`src/rtl/pipe_hazard_ctrl_pkg.sv`:
```
// Shared encodings and constants for the front-end hazard sequencer.
package pipe_hazard_ctrl_pkg;

    localparam int unsigned REG_W   = 5;
    localparam int unsigned STATE_W = 2;

    localparam logic [REG_W-1:0] REG_ZERO = 5'd0;

    typedef enum logic [STATE_W-1:0] {
        ST_RUN    = 2'b00,
        ST_MDWAIT = 2'b01
    } state_t;

endpackage

```
`src/rtl/pipe_hazard_ctrl_hazard_detect.sv`:
```
// Load-use comparator: load in EX writes a register the instruction in ID reads.
module hazard_detect
    import pipe_hazard_ctrl_pkg::*;
(
    input  logic             EX_MemRead,
    input  logic [REG_W-1:0] EX_Rt,
    input  logic [REG_W-1:0] ID_Rs,
    input  logic [REG_W-1:0] ID_Rt,
    input  logic             ID_UsesRt,
    output logic             Load_Use
);

    // $zero is never a real dependency, so a load targeting it never stalls
    assign Load_Use = EX_MemRead && (EX_Rt != REG_ZERO) &&
                      ((EX_Rt == ID_Rs) || (ID_UsesRt && (EX_Rt == ID_Rt)));

endmodule

```
`src/rtl/pipe_hazard_ctrl.sv`:
```
// Front-end sequencer: PC/IF-ID enables, IF/ID flush, ID/EX bubble, stall counter.
module pipe_hazard_ctrl
    import pipe_hazard_ctrl_pkg::*;
#(
    parameter int unsigned MD_LATENCY = 32,
    parameter int unsigned CNT_W      = 6,
    parameter int unsigned PERF_W     = 32
)
(
    input  logic                clk,
    input  logic                Reset_L,
    input  logic [REG_W-1:0]    ID_Rs,
    input  logic [REG_W-1:0]    ID_Rt,
    input  logic                ID_UsesRt,
    input  logic                EX_MemRead,
    input  logic [REG_W-1:0]    EX_Rt,
    input  logic                MD_Start,
    input  logic                IM_Ready,
    input  logic                Branch_Taken,
    input  logic                Stall_Cnt_Clr,
    output logic                PCWrite,
    output logic                IFWrite,
    output logic                IF_Flush,
    output logic                ID_Bubble,
    output logic [STATE_W-1:0]  State,
    output logic [PERF_W-1:0]   Stall_Cnt
);

    state_t              state_q, state_d;
    logic [CNT_W-1:0]    md_cnt_q, md_cnt_d;
    logic [PERF_W-1:0]   stall_cnt_q;
    logic                load_use;

    hazard_detect u_hazard_detect (
        .EX_MemRead (EX_MemRead),
        .EX_Rt      (EX_Rt),
        .ID_Rs      (ID_Rs),
        .ID_Rt      (ID_Rt),
        .ID_UsesRt  (ID_UsesRt),
        .Load_Use   (load_use)
    );

    // State and mult/div countdown registers with synchronous reset
    always_ff @(posedge clk) begin
        if (!Reset_L) begin
            state_q  <= ST_RUN;
            md_cnt_q <= '0;
        end else begin
            state_q  <= state_d;
            md_cnt_q <= md_cnt_d;
        end
    end

    // Next-state and zero-latency control outputs; unknown encodings behave as RUN
    always_comb begin
        state_d   = state_q;
        md_cnt_d  = md_cnt_q;
        PCWrite   = 1'b0;
        IFWrite   = 1'b0;
        IF_Flush  = 1'b0;
        ID_Bubble = 1'b0;
        if (Reset_L) begin
            case (state_q)
                ST_MDWAIT: begin
                    ID_Bubble = 1'b1;
                    if (md_cnt_q == '0) begin
                        state_d = ST_RUN;
                    end else begin
                        md_cnt_d = md_cnt_q - CNT_W'(1);
                    end
                end
                default: begin
                    if (!IM_Ready || load_use) begin
                        // stalled: a pending branch or mult/div re-resolves later
                        ID_Bubble = 1'b1;
                    end else begin
                        PCWrite  = 1'b1;
                        IFWrite  = 1'b1;
                        IF_Flush = Branch_Taken;
                        if (MD_Start) begin
                            state_d  = ST_MDWAIT;
                            md_cnt_d = CNT_W'(MD_LATENCY - 1);
                        end
                    end
                end
            endcase
        end
    end

    // Saturating count of cycles in which the PC was held
    always_ff @(posedge clk) begin
        if (!Reset_L || Stall_Cnt_Clr) begin
            stall_cnt_q <= '0;
        end else if (!PCWrite && (stall_cnt_q != '1)) begin
            stall_cnt_q <= stall_cnt_q + PERF_W'(1);
        end
    end

    assign State     = state_q;
    assign Stall_Cnt = stall_cnt_q;

endmodule

```
`config.mk`:
```
export PLATFORM = sky130hd
export DESIGN_NAME = pipe_hazard_ctrl
export DESIGN_NICKNAME = d
export VERILOG_FILES = /design/src/rtl/pipe_hazard_ctrl_pkg.sv /design/src/rtl/pipe_hazard_ctrl_hazard_detect.sv /design/src/rtl/pipe_hazard_ctrl.sv
export SDC_FILE = /design/constraint.sdc
export NUM_CORES = 1
export LEC_CHECK = 0
export BUFFER_PORTS_ARGS = -buffer_cell sky130_fd_sc_hd__buf_2
export CAP_MARGIN = 5
export CELL_PAD_IN_SITES_DETAIL_PLACEMENT = 1
export CELL_PAD_IN_SITES_GLOBAL_PLACEMENT = 1
export CORE_AREA = 2 2 107 57
export DETAILED_ROUTE_END_ITERATION = 12
export DIE_AREA = 0 0 109 59
export GPL_TIMING_DRIVEN = 0
export PLACE_DENSITY = 0.92
export SYNTH_ARGS = -nofsm -noshare
export SYNTH_HDL_FRONTEND = slang
export SYNTH_HIERARCHICAL = 1
export SYNTH_SLANG_ARGS = --single-unit
```
`constraint.sdc`:
```
create_clock -name clk -period 4.73 [get_ports clk]
set_input_delay 0.946 -clock clk [delete_from_list [all_inputs] [get_ports clk]]
set_output_delay 0.946 -clock clk [all_outputs]
set_load 0.02 [all_outputs]
```
# Word-level counts from Yosys, hierarchy flattened
# Index checks and enable logic that the tools add are counted.
[totals]
register_bits = 40
in_bits = 23
word_cells = 44
[op_classes]
n_addsub = 2
eq_ne = 7
n_mux = 17
reduce_logical = 15
[ops]
columns = ["op", "count"]
rows = [
  ["32-bit by 1-bit adder with 32-bit output, second input constant", 1],
  ["32-bit != test, second input constant", 1],
  ["6-bit two-way mux", 4],
  ["5-bit == test", 2],
  ["1-bit two-way mux", 9],
  ["2-bit two-way mux", 4],
  ["6-bit zero test", 1],
  ["3-bit AND reduction", 2],
  ["6-bit by 1-bit subtractor with 6-bit output, second input constant", 1],
  ["5-bit nonzero test", 1],
  ["1-bit logical AND", 4],
  ["2-bit != test, second input constant", 2],
  ["1-bit zero test", 3],
  ["1-bit logical OR", 3],
  ["2-bit by 1-bit == test with 1-bit output, second input constant", 1],
  ["2-bit by 1-bit != test with 1-bit output, second input constant", 1],
  ["2-bit nonzero test", 1],
]

# Longest topological paths before layout
# Gate-level depths: netlist of run 1.
[logic_depth]
word_depth = 10
ltp_mapped = 11
mapped_depth_nobuf = 10

# By module
# The synthesis of run 1 kept the hierarchy.
[modules_own_cells]
columns = ["module", "n_inst", "cells_each", "area_each_um2", "seq_area_each_um2"]
rows = [
  ["pipe_hazard_ctrl", 1, 247, 2060.7, 780.7],
  ["hazard_detect", 1, 17, 132.6, 0.0],
]

# Worst setup path before layout of run 1
# OpenSTA, ideal clock, no wires.
[synth_path]
path_type = "input to register"
startpoint = "input port EX_Rt[3]"
endpoint = "register stall_cnt_q[27] (netlist: Stall_Cnt[27])"
arrival_time_ns = 3.368
required_ns = 4.659
setup_slack_ns = 1.292
path_stages = 11
path_buffers = 1
cell_sequence = "xor2_1 > nor4_2 > nand3_1 > a21oi_1 > nand4bb_1 > inv_1 > or3_1 > a211o_4 > buf_6 > or3_1 > a21oi_1"
[synth_between]
elab_chain_len = 10
elab_cells_between_ends = 13
cone_classes = "eq/ne: 2; mux: 3; reduce/logical: 8"
[synth_lines]
columns = ["item", "line_no", "rtl"]
rows = [
  ["start: declaration", "pipe_hazard_ctrl.sv:16", "input logic [REG_W-1:0] EX_Rt,"],
  ["5-bit == test", "pipe_hazard_ctrl_hazard_detect.sv:15", "((EX_Rt == ID_Rs) || (ID_UsesRt && (EX_Rt == ID_Rt)));"],
  ["1-bit logical AND", "pipe_hazard_ctrl_hazard_detect.sv:15", ""],
  ["1-bit logical OR", "pipe_hazard_ctrl_hazard_detect.sv:15", ""],
  ["1-bit logical AND *", "pipe_hazard_ctrl_hazard_detect.sv:14", "assign Load_Use = EX_MemRead && (EX_Rt != REG_ZERO) &&"],
  ["via load_use", "pipe_hazard_ctrl.sv:32", "logic load_use;"],
  ["1-bit logical OR *", "pipe_hazard_ctrl.sv:73", "if (!IM_Ready || load_use) begin"],
  ["1-bit two-way mux * (3 in series)", "--", ""],
  ["via IFWrite", "pipe_hazard_ctrl.sv:22", "output logic IFWrite,"],
  ["1-bit zero test *", "pipe_hazard_ctrl.sv:94", "end else if (!PCWrite && (stall_cnt_q != '1)) begin"],
  ["1-bit logical AND *", "pipe_hazard_ctrl.sv:94", ""],
  ["end signal: assignment", "pipe_hazard_ctrl.sv:95", "stall_cnt_q <= stall_cnt_q + PERF_W'(1);"],
  ["end: declaration", "pipe_hazard_ctrl.sv:31", "logic [PERF_W-1:0] stall_cnt_q;"],
]
# The timed path passes the listed nets; every way through them passes the cells marked *.
# A chain may end at the register's enable or synchronous reset.

# Final worst setup path of run 1
[layout_path]
startpoint = "input port EX_Rt[3]"
endpoint = "register stall_cnt_q[14] (netlist: Stall_Cnt[14])"
[layout_between]
elab_chain_len = 10
elab_cells_between_ends = 13
cone_classes = "eq/ne: 2; mux: 3; reduce/logical: 8"
[layout_lines]
columns = ["item", "line_no", "rtl"]
rows = [
  ["5-bit == test", "pipe_hazard_ctrl_hazard_detect.sv:15", ""],
  ["1-bit logical AND", "pipe_hazard_ctrl_hazard_detect.sv:15", ""],
  ["1-bit logical OR", "pipe_hazard_ctrl_hazard_detect.sv:15", ""],
  ["1-bit logical AND *", "pipe_hazard_ctrl_hazard_detect.sv:14", ""],
  ["via load_use", "pipe_hazard_ctrl.sv:32", ""],
  ["1-bit logical OR *", "pipe_hazard_ctrl.sv:73", ""],
  ["1-bit two-way mux *", "pipe_hazard_ctrl.sv:73", ""],
  ["1-bit two-way mux *", "pipe_hazard_ctrl.sv:63", "case (state_q)"],
  ["1-bit two-way mux *", "pipe_hazard_ctrl.sv:62", "if (Reset_L) begin"],
  ["1-bit zero test *", "pipe_hazard_ctrl.sv:94", ""],
  ["1-bit logical AND *", "pipe_hazard_ctrl.sv:94", ""],
]
# Marked as above.

==> summary.md, run 1 <==
| Metric | Value |
|---|---|
| Status | `finished, final reports clean` |
| Final Hold Viols | `0` |
| Core Area | `5400 um^2` |
| ANT cells | `0` |
| Yosys top cell area share | `0.356` |
| Clock buffer depth | `2` |
| DR pass1 iterations | `4` |
| Clock Skew | `0.00494 ns` |
| Reg-to-Reg End | `Stall_Cnt[14]` |
| Vias in the first global route | `roughly 2400` |
| RR Startpoint | `State[0]` |
| Most area-hungry cell type in the Yosys netlist | `dfxtp_1` |
| FMAX | `267 MHz` |
| Worst-margin pin slew | `between 0.6 and 0.7 ns` |
| Clock group share of total power | `0.440` |
| Clock sinks | `39` |
| Synthesized area per cell | `8.31 um^2` |
| Most frequent cells in the layout | `buf_2 (59), dfxtp_1 (39), nand2_1 (23)` |
| Critical setup path kind | `in -> reg` |
| Internal | `between 0.5 and 0.6 mW` |
| Final setup TNS | `0 ns` |
| Max Cap Viol | `0` |
| Max Fanout on Critical Path | `6` |
| Die area | `between 6000 and 7000 um^2` |
| H-tree depth | `2` |
| Yosys warns | `6` |
| Clk root buf | `clkbuf_8` |
| Top sig layer | `met4` |
| Worst min path class | `reg -> reg` |
| Vias/cell | `around 5.7` |
| RePlAce Congestion | `between 0.8 and 0.9` |
| Asr flop ratio synth | `0` |
| Most frequent CP cell | `a21oi_1` |
| Data required, critical path | `approximately 5 ns` |
| Port bufs | `59` |
| Power per Cell Area | `about 280 nW/um^2` |
| Unrepaired setup endpoints after global routing | `no` |
| Most common cell after layout, fill and taps aside | `buf_2` |
| Number of flops mapped to enable cells by yosys | `0` |
| Prevailing post-synth register cell | `dfxtp_1` |
| Post-Layout Inst Area | `~2700 um^2` |
| Total gr overflow | `0` |
| Count of different cell masters after synthesis | `between 40 and 50` |
| Initial antenna violation count | `0` |
| Sequential fraction of the synthesis area | `0.356` |
| Crit path DAT | `between 3 and 4 ns` |
| Fin nets | `between 300 and 400` |
| Area grow syn2layout | `23.7%` |
| DR WL met2 | `between 3000 and 4000 um` |
| Worst Setup EP | `Stall_Cnt[14]` |
| Crit. Startpoint | `EX_Rt[3]` |
| I/O pin count | `between 60 and 70` |
| Post-DRT Antenna Nets | `0` |
| Postcts setup bufs | `0` |
| Flop pwr share | `0.451` |
| First-pass GRT wire length | `between 10000 and 15000 um` |
| Final WL | `about 6800 um` |
| Cells on worst reg2reg path | `6` |
| Resized Gates After CTS | `0` |
| Insertion delay to the later sink of the worst-skew pair | `around 0.3 ns` |
| Yosys reg bits | `39` |
| Syn Nets | `290` |
| Final setup vio count | `0` |
| Reg2Reg Setup Slack | `2.20 ns` |
| Die span in x | `~110 um` |
| # DRC | `0` |
| Switching share of power | `0.238` |
| Row count | `19` |
| Fraction of layout cells with a size suffix above 1 | `0.239` |
| WP buf/inv | `2` |
| Delay-heaviest family, CP | `simple AND/OR/NAND/NOR gates` |
| Headroom to the max-slew limit | `0.589` |
| Cell area after synthesis | `roughly 2200 um^2` |
| Fin crit share | `0.792` |
| Die height | `59 um` |
| CTS tree | `yes` |
| Hpwl dp | `just under 5000 um` |
| Dominant cells by area after synthesis | `dfxtp_1 (36%), xor2_1 (4.8%), a21oi_1 (4.3%), or3_1 (4.3%), xnor2_1 (4.0%)` |
| Lkg Pwr | `about 1.1 nW` |
| Initial Util | `0.406` |
| DR WL/cell | `16.8 um` |
| Area of placed instances | `2580 um^2` |
| Global Route Usage Sum | `0.225` |
| Cell breakdown of the critical path | `buf_2 > xor2_1 > nor4_2 > nand3_1 > a21oi_1 > nand4bb_1 > inv_1 > or3_1 > a31oi_1 > or4b_1 > a21oi_1` |
| # hold bufs at CTS | `0` |
| Max incr delay on CP | `roughly 0.50 ns` |
| Final min period | `3.75 ns` |
| Comb pwr share | `0.109` |
| CTS Buf Count | `5` |
| Vias | `approximately 2300` |
| Initial DRC Count | `approximately 100` |
| M1 WL | `~2900 um` |
| Crit path launch type | `input port` |
| Crit path depth | `11` |
| WL met3 | `354 um` |
| Max-slew violations | `0` |
| Filler cells | `683` |
| Mapped Cells | `about 260` |
| Pin count of the biggest net entering global routing | `13` |
| Slowest-stage cell, CP | `or4b_1` |
| Psw | `about 0.18 mW` |
| Crit end category | `register` |
| Maximum VDD drop | `between 0.00015 and 0.0002 V` |
| Clock Pin Slew Worst Setup and Hold Paths | `0.08 ns` |
-- worst min-delay path by stage --
stage | from | to | slack [ns] | depth (start not counted)
finish | Stall_Cnt[13] | Stall_Cnt[13] | 0.52 | 2
global route | Stall_Cnt[13] | Stall_Cnt[13] | 0.55 | 2
CTS | Stall_Cnt[13] | Stall_Cnt[13] | 0.51 | 2
detailed placement | Stall_Cnt[13] | Stall_Cnt[13] | 0.51 | 2
global placement | Stall_Cnt[13] | Stall_Cnt[13] | 0.47 | 2
floorplan | md_cnt_q[1] | md_cnt_q[1] | 0.51 | 1
-- state kept, by name (all words and copies together) (netlist names) --
name	count
md_cnt_q	6
State	1
Stall_Cnt	32
-- synthesized netlist by cell type, drive strengths merged, types with 6 or more instances --
cell,n
dfxtp,39
o21ai,15
nor2,20
clkbuf,6
inv,11
and4,6
or3,15
nand2,23
or4,7
a21oi,19
xnor2,10
nand4,9
xor2,12
nand3,12
-- area by class of cell --
cell class / instances / area [um^2] / area share
Multi-Input combinational cell: 204 / 1310 / 0.483
Tap cell: 73 / 91.3 / 0.0337
Clock buffer: 6 / 72.6 / 0.0268
Buffer: 10 / 60.1 / 0.0221
Sequential cell: 39 / 781 / 0.288
Clock inverter: 2 / 60.1 / 0.0221
Timing Repair Buffer: 59 / 295 / 0.109
Inverter: 11 / 41.3 / 0.0152
-- worst reg2reg max path, stage by stage, from the launching register on --
cell and delay, ns:
dfxtp_1 0.39, nand4bb_1 0.34, inv_1 0.17, or3_1 0.44, a31oi_1 0.44, or4b_1 0.50, a21oi_1 0.18
-- power groups by stage --
stage / combinational, mW / clock, mW / sequential (mW)
6_report: 0.0837 / 0.337 / 0.345
5_1_grt: 0.0929 / 0.349 / 0.346
4_1_cts: 0.0850 / 0.344 / 0.345
3_5_place_dp: 0.0842 / 0 / 0.353
3_3_place_gp: 0.0775 / 0 / 0.352
2_1_floorplan: 0.0532 / 0 / 0.352
-- logic make-up (layout without fill, tap and decap cells) --
family	after synthesis	in the layout	synth area share
simple gates	117	117	0.299
flops	39	39	0.356
fa+ha+maj	3	3	0.0171
compound gates	60	60	0.188
other cells	1	1	0.00171
buf+inv	21	88	0.0462
xor+xnor	22	22	0.0878
mux	1	1	0.00456
-- per-layer routing --
layer | vias to the layer above | global-route usage
met1 | 1137 | 0.261
met2 | 69 | 0.413
li1 | 1108 | -
met4 | 0 | 0.0824
met3 | 6 | 0.0527
met5 | - | 0
-- metrics by stage --
stage / hold slack [ns] / power, mW / util / cells / worst slack, ns
floorplan: 0.506 / 0.406 / - / 264 / 1.29
global placement: 0.469 / 0.429 / 0.478 / 396 / 0.920
detailed placement: 0.512 / 0.437 / 0.478 / 396 / 0.742
CTS: 0.515 / 0.774 / 0.503 / 404 / 0.998
global route: 0.547 / 0.788 / 0.503 / 404 / 0.842
finish: 0.516 / 0.766 / 0.503 / 404 / 0.985
Note: power is estimated with default switching activity, not from simulation.
==> run 2: changes to the inputs <==
Settings changed: ABC_AREA set to 1, CORE_AREA 2 2 107 57 to 2 2 130 69, DIE_AREA 0 0 109 59 to 0 0 132 71, PLACE_DENSITY 0.92 to 0.82.
Clock period 4.73 ns to 3.3 ns, I/O delays scaled along.
==> run 2 against run 1 <==
Net effect: sequential power is 44% higher; cell area grew 20%; critical path depth decreased by 1; clock skew decreased by 0.0022 ns; first-iteration DRC count grew 74%; core utilization is 11 points lower; clock power increased by 74%; non-clock buffer count shrank 1; critical path type is now in -> out; critical endpoint is now IF_Flush; largest power group is now the clock network.
==> summary.md, run 2 <==
| Metric | Value |
|---|---|
| Status | `finished, final reports clean` |
| GR Layer Usage met2 | `0.314` |
| Total gr overflow | `0` |
| Crit end category | `output port` |
| Max Cap Viol | `0` |
| Area of placed instances | `between 3000 and 4000 um^2` |
| Insertion delay to the later sink of the worst-skew pair | `about 0.29 ns` |
| Headroom to the max-slew limit | `0.645` |
| Max Fanout on Critical Path | `10` |
| Syn Nets | `around 470` |
| I/O pin count | `61` |
| Max FFs per register | `32` |
| H-tree depth | `2` |
| Data required, critical path | `about 2.6 ns` |
| Dpl ws | `0.670 ns` |
| Clock Pin Slew Worst Setup and Hold Paths | `around 0.06 ns` |
| Critical setup path kind | `in -> out` |
| Initial DRC Count | `approximately 170` |
| Crit path launch type | `input port` |
| Comb pwr share | `0.124` |
| Sequential fraction of the synthesis area | `0.297` |
| Met1 Resource Use GR | `0.286` |
| First-pass GRT wire length | `around 15000 um` |
| # hold bufs at CTS | `0` |
| Synthesized area per cell | `around 6 um^2` |
| Total area of sequential cells | `781 um^2` |
| Lkg Pwr | `approximately 1.6 nW` |
| Row count | `24` |
| ANT cells | `0` |
| Internal | `between 0.9 and 1 mW` |
| Die height | `between 70 and 80 um` |
| WP buf/inv | `3` |
| Top post-synthesis cells by count | `nand2_1 (135), nor2_1 (88), inv_1 (53), dfxtp_1 (39), a21oi_1 (30)` |
| Switching share of power | `0.260` |
| Initial Util | `0.316` |
| Fin util | `0.390` |
| Clock buffer depth | `2` |
| Delay-heaviest family, CP | `simple AND/OR/NAND/NOR gates` |
| Initial antenna violation count | `0` |
| Fin nets | `531` |
| Final setup vio count | `0` |
| Count leader, synth | `nand2_1` |
| Yosys reg bits | `39` |
| Global Route Usage Sum | `0.203` |
| Area of the multi-input gates | `approximately 1600 um^2` |
| Yosys warns | `6` |
| # DRC | `0` |
| Maximum VDD drop | `approximately 0.00021 V` |
| Asr flop ratio synth | `0` |
| CTS Buf Count | `5` |
| Most common cell after layout, fill and taps aside | `nand2_1` |
| Max-slew violations | `0` |
| Power, Total | `about 1.2 mW` |
| Post-Layout Inst Area | `between 3000 and 4000 um^2` |
| Core Area | `8320 um^2` |
| Number of flops mapped to enable cells by yosys | `0` |
| Vias in the first global route | `approximately 3000` |
| Crit path DAT | `slightly below 2 ns` |
| Hold Path Depth | `2` |
| Final setup TNS | `0 ns` |
| Fraction of layout cells with a size suffix above 1 | `0.202` |
| Psw | `0.323 mW` |
| Die span in x | `132 um` |
| Power per Cell Area | `382 nW/um^2` |
| Crit path depth | `10` |
| Dominant cells by area after synthesis | `dfxtp_1 (30%), nand2_1 (19%), nor2_1 (13%), inv_1 (7.6%), a21oi_1 (5.7%)` |
| Postcts setup bufs | `0` |
| Port bufs | `59` |
| Clock group share of total power | `0.473` |
| Final min period | `around 2.6 ns` |
| Area grow syn2layout | `23.4%` |
| Mapped Cells | `439` |
| RePlAce Congestion | `around 0.86` |
| Most area-hungry cell type in the Yosys netlist | `dfxtp_1` |
| Hpwl dp | `between 7000 and 8000 um` |
| Cells on worst reg2reg path | `10` |
| Grt met3 use | `0.0487` |
| Post-DRT Antenna Nets | `0` |
| Flop pwr share | `0.402` |
| Fin crit share | `0.800` |
| Prevailing post-synth register cell | `dfxtp_1` |
| DR WL/cell | `14.8 um` |
| Worst hold slack | `0.523 ns` |
| Clk root buf | `clkbuf_16` |
| Final WL | `9250 um` |
| Count of different cell masters after synthesis | `27` |
| Pin count of the biggest net entering global routing | `13` |
| Cell Count Post-Placement | `between 600 and 700` |
| Max incr delay on CP | `0.21 ns` |
| Unrepaired setup endpoints after global routing | `no` |
| FMAX | `around 380 MHz` |
| Final WS setup | `0.660 ns` |
| Clock Skew | `between 0.002 and 0.003 ns` |
| GR peak layer | `met2` |
| Filler cells | `around 1100` |
| Cell area after synthesis | `roughly 2600 um^2` |
| Yosys top cell area share | `0.297` |
| Resized Gates After CTS | `0` |
| Clock sinks | `39` |
| Slowest-stage cell, CP | `buf_4` |
| Vias/cell | `roughly 4.8` |
| Most frequent CP cell | `nor2_1` |
| Cell breakdown of the critical path | `buf_2 > nor2_1 > nand3_1 > o21ai_0 > a21oi_1 > nor2_1 > nand3_1 > buf_4 > nor2_1 > buf_2` |
| CTS tree | `yes` |
| Final Hold Viols | `0` |
| Worst-margin pin slew | `~0.53 ns` |
| Vias | `2978` |
| Worst min path class | `reg -> reg` |
| Die area | `approximately 9400 um^2` |
| Most frequent cells in the layout | `nand2_1 (135), nor2_1 (88), buf_2 (60)` |
| DR pass1 iterations | `4` |
| Final Non-Filler Cells | `~620` |
-- run 2: area by class of cell --
cell class | instances | share of cell area
Buffer | 9 | 0.0247
Timing Repair Buffer | 59 | 0.0911
Clock buffer | 6 | 0.0428
Multi-Input combinational cell | 335 | 0.480
Tap cell | 117 | 0.0452
Sequential cell | 39 | 0.241
Inverter | 56 | 0.0648
Clock inverter | 2 | 0.0108
-- run 2: worst paths after layout --
kind	start	end	slack, ns
max	EX_Rt[0]	IF_Flush	0.66
min	md_cnt_q[2]	md_cnt_q[2]	0.52
min reg2reg	md_cnt_q[2]	md_cnt_q[2]	0.52
max reg2reg	Stall_Cnt[1]	Stall_Cnt[26]	1.26
-- run 2: power by group through the flow --
stage               clock [mW]  sequential (mW)  combinational [mW]
CTS                      0.595            0.498               0.155
global placement             0            0.508               0.142
floorplan                    0            0.509              0.0960
global route             0.617            0.500               0.176
finish                   0.587            0.498               0.154
detailed placement           0            0.508               0.152
-- run 2: worst register-to-register path, cell delays in order (launching register included) --
cell and delay [ns]:
dfxtp_1 0.41, ha_1 0.24, nand3_2 0.19, inv_2 0.11, nand2_1 0.08, nor2_1 0.34
nand2_1 0.17, nor2_1 0.20, nand3_1 0.10, nand2_1 0.07, nor2_1 0.04
-- run 2: logic make-up (layout without fill, tap and decap cells) --
logic type,after synthesis,after routing,synth area share
other,1,1,0.00143
DFF,39,39,0.297
xor gates and xnor gates,5,5,0.0167
buffers and inverters,65,132,0.111
AOI/OAI and AO/OA,40,40,0.0777
adders and majority gates,3,3,0.0143
and+or+nand+nor,286,286,0.482
-- run 2: layer usage --
metal / wire length [um] / vias to the layer above
met2: 3940 / 41
li1: - / 1490
met5: 0 / -
met3: 358 / 9
met4: 104 / 0
met1: 4840 / 1438
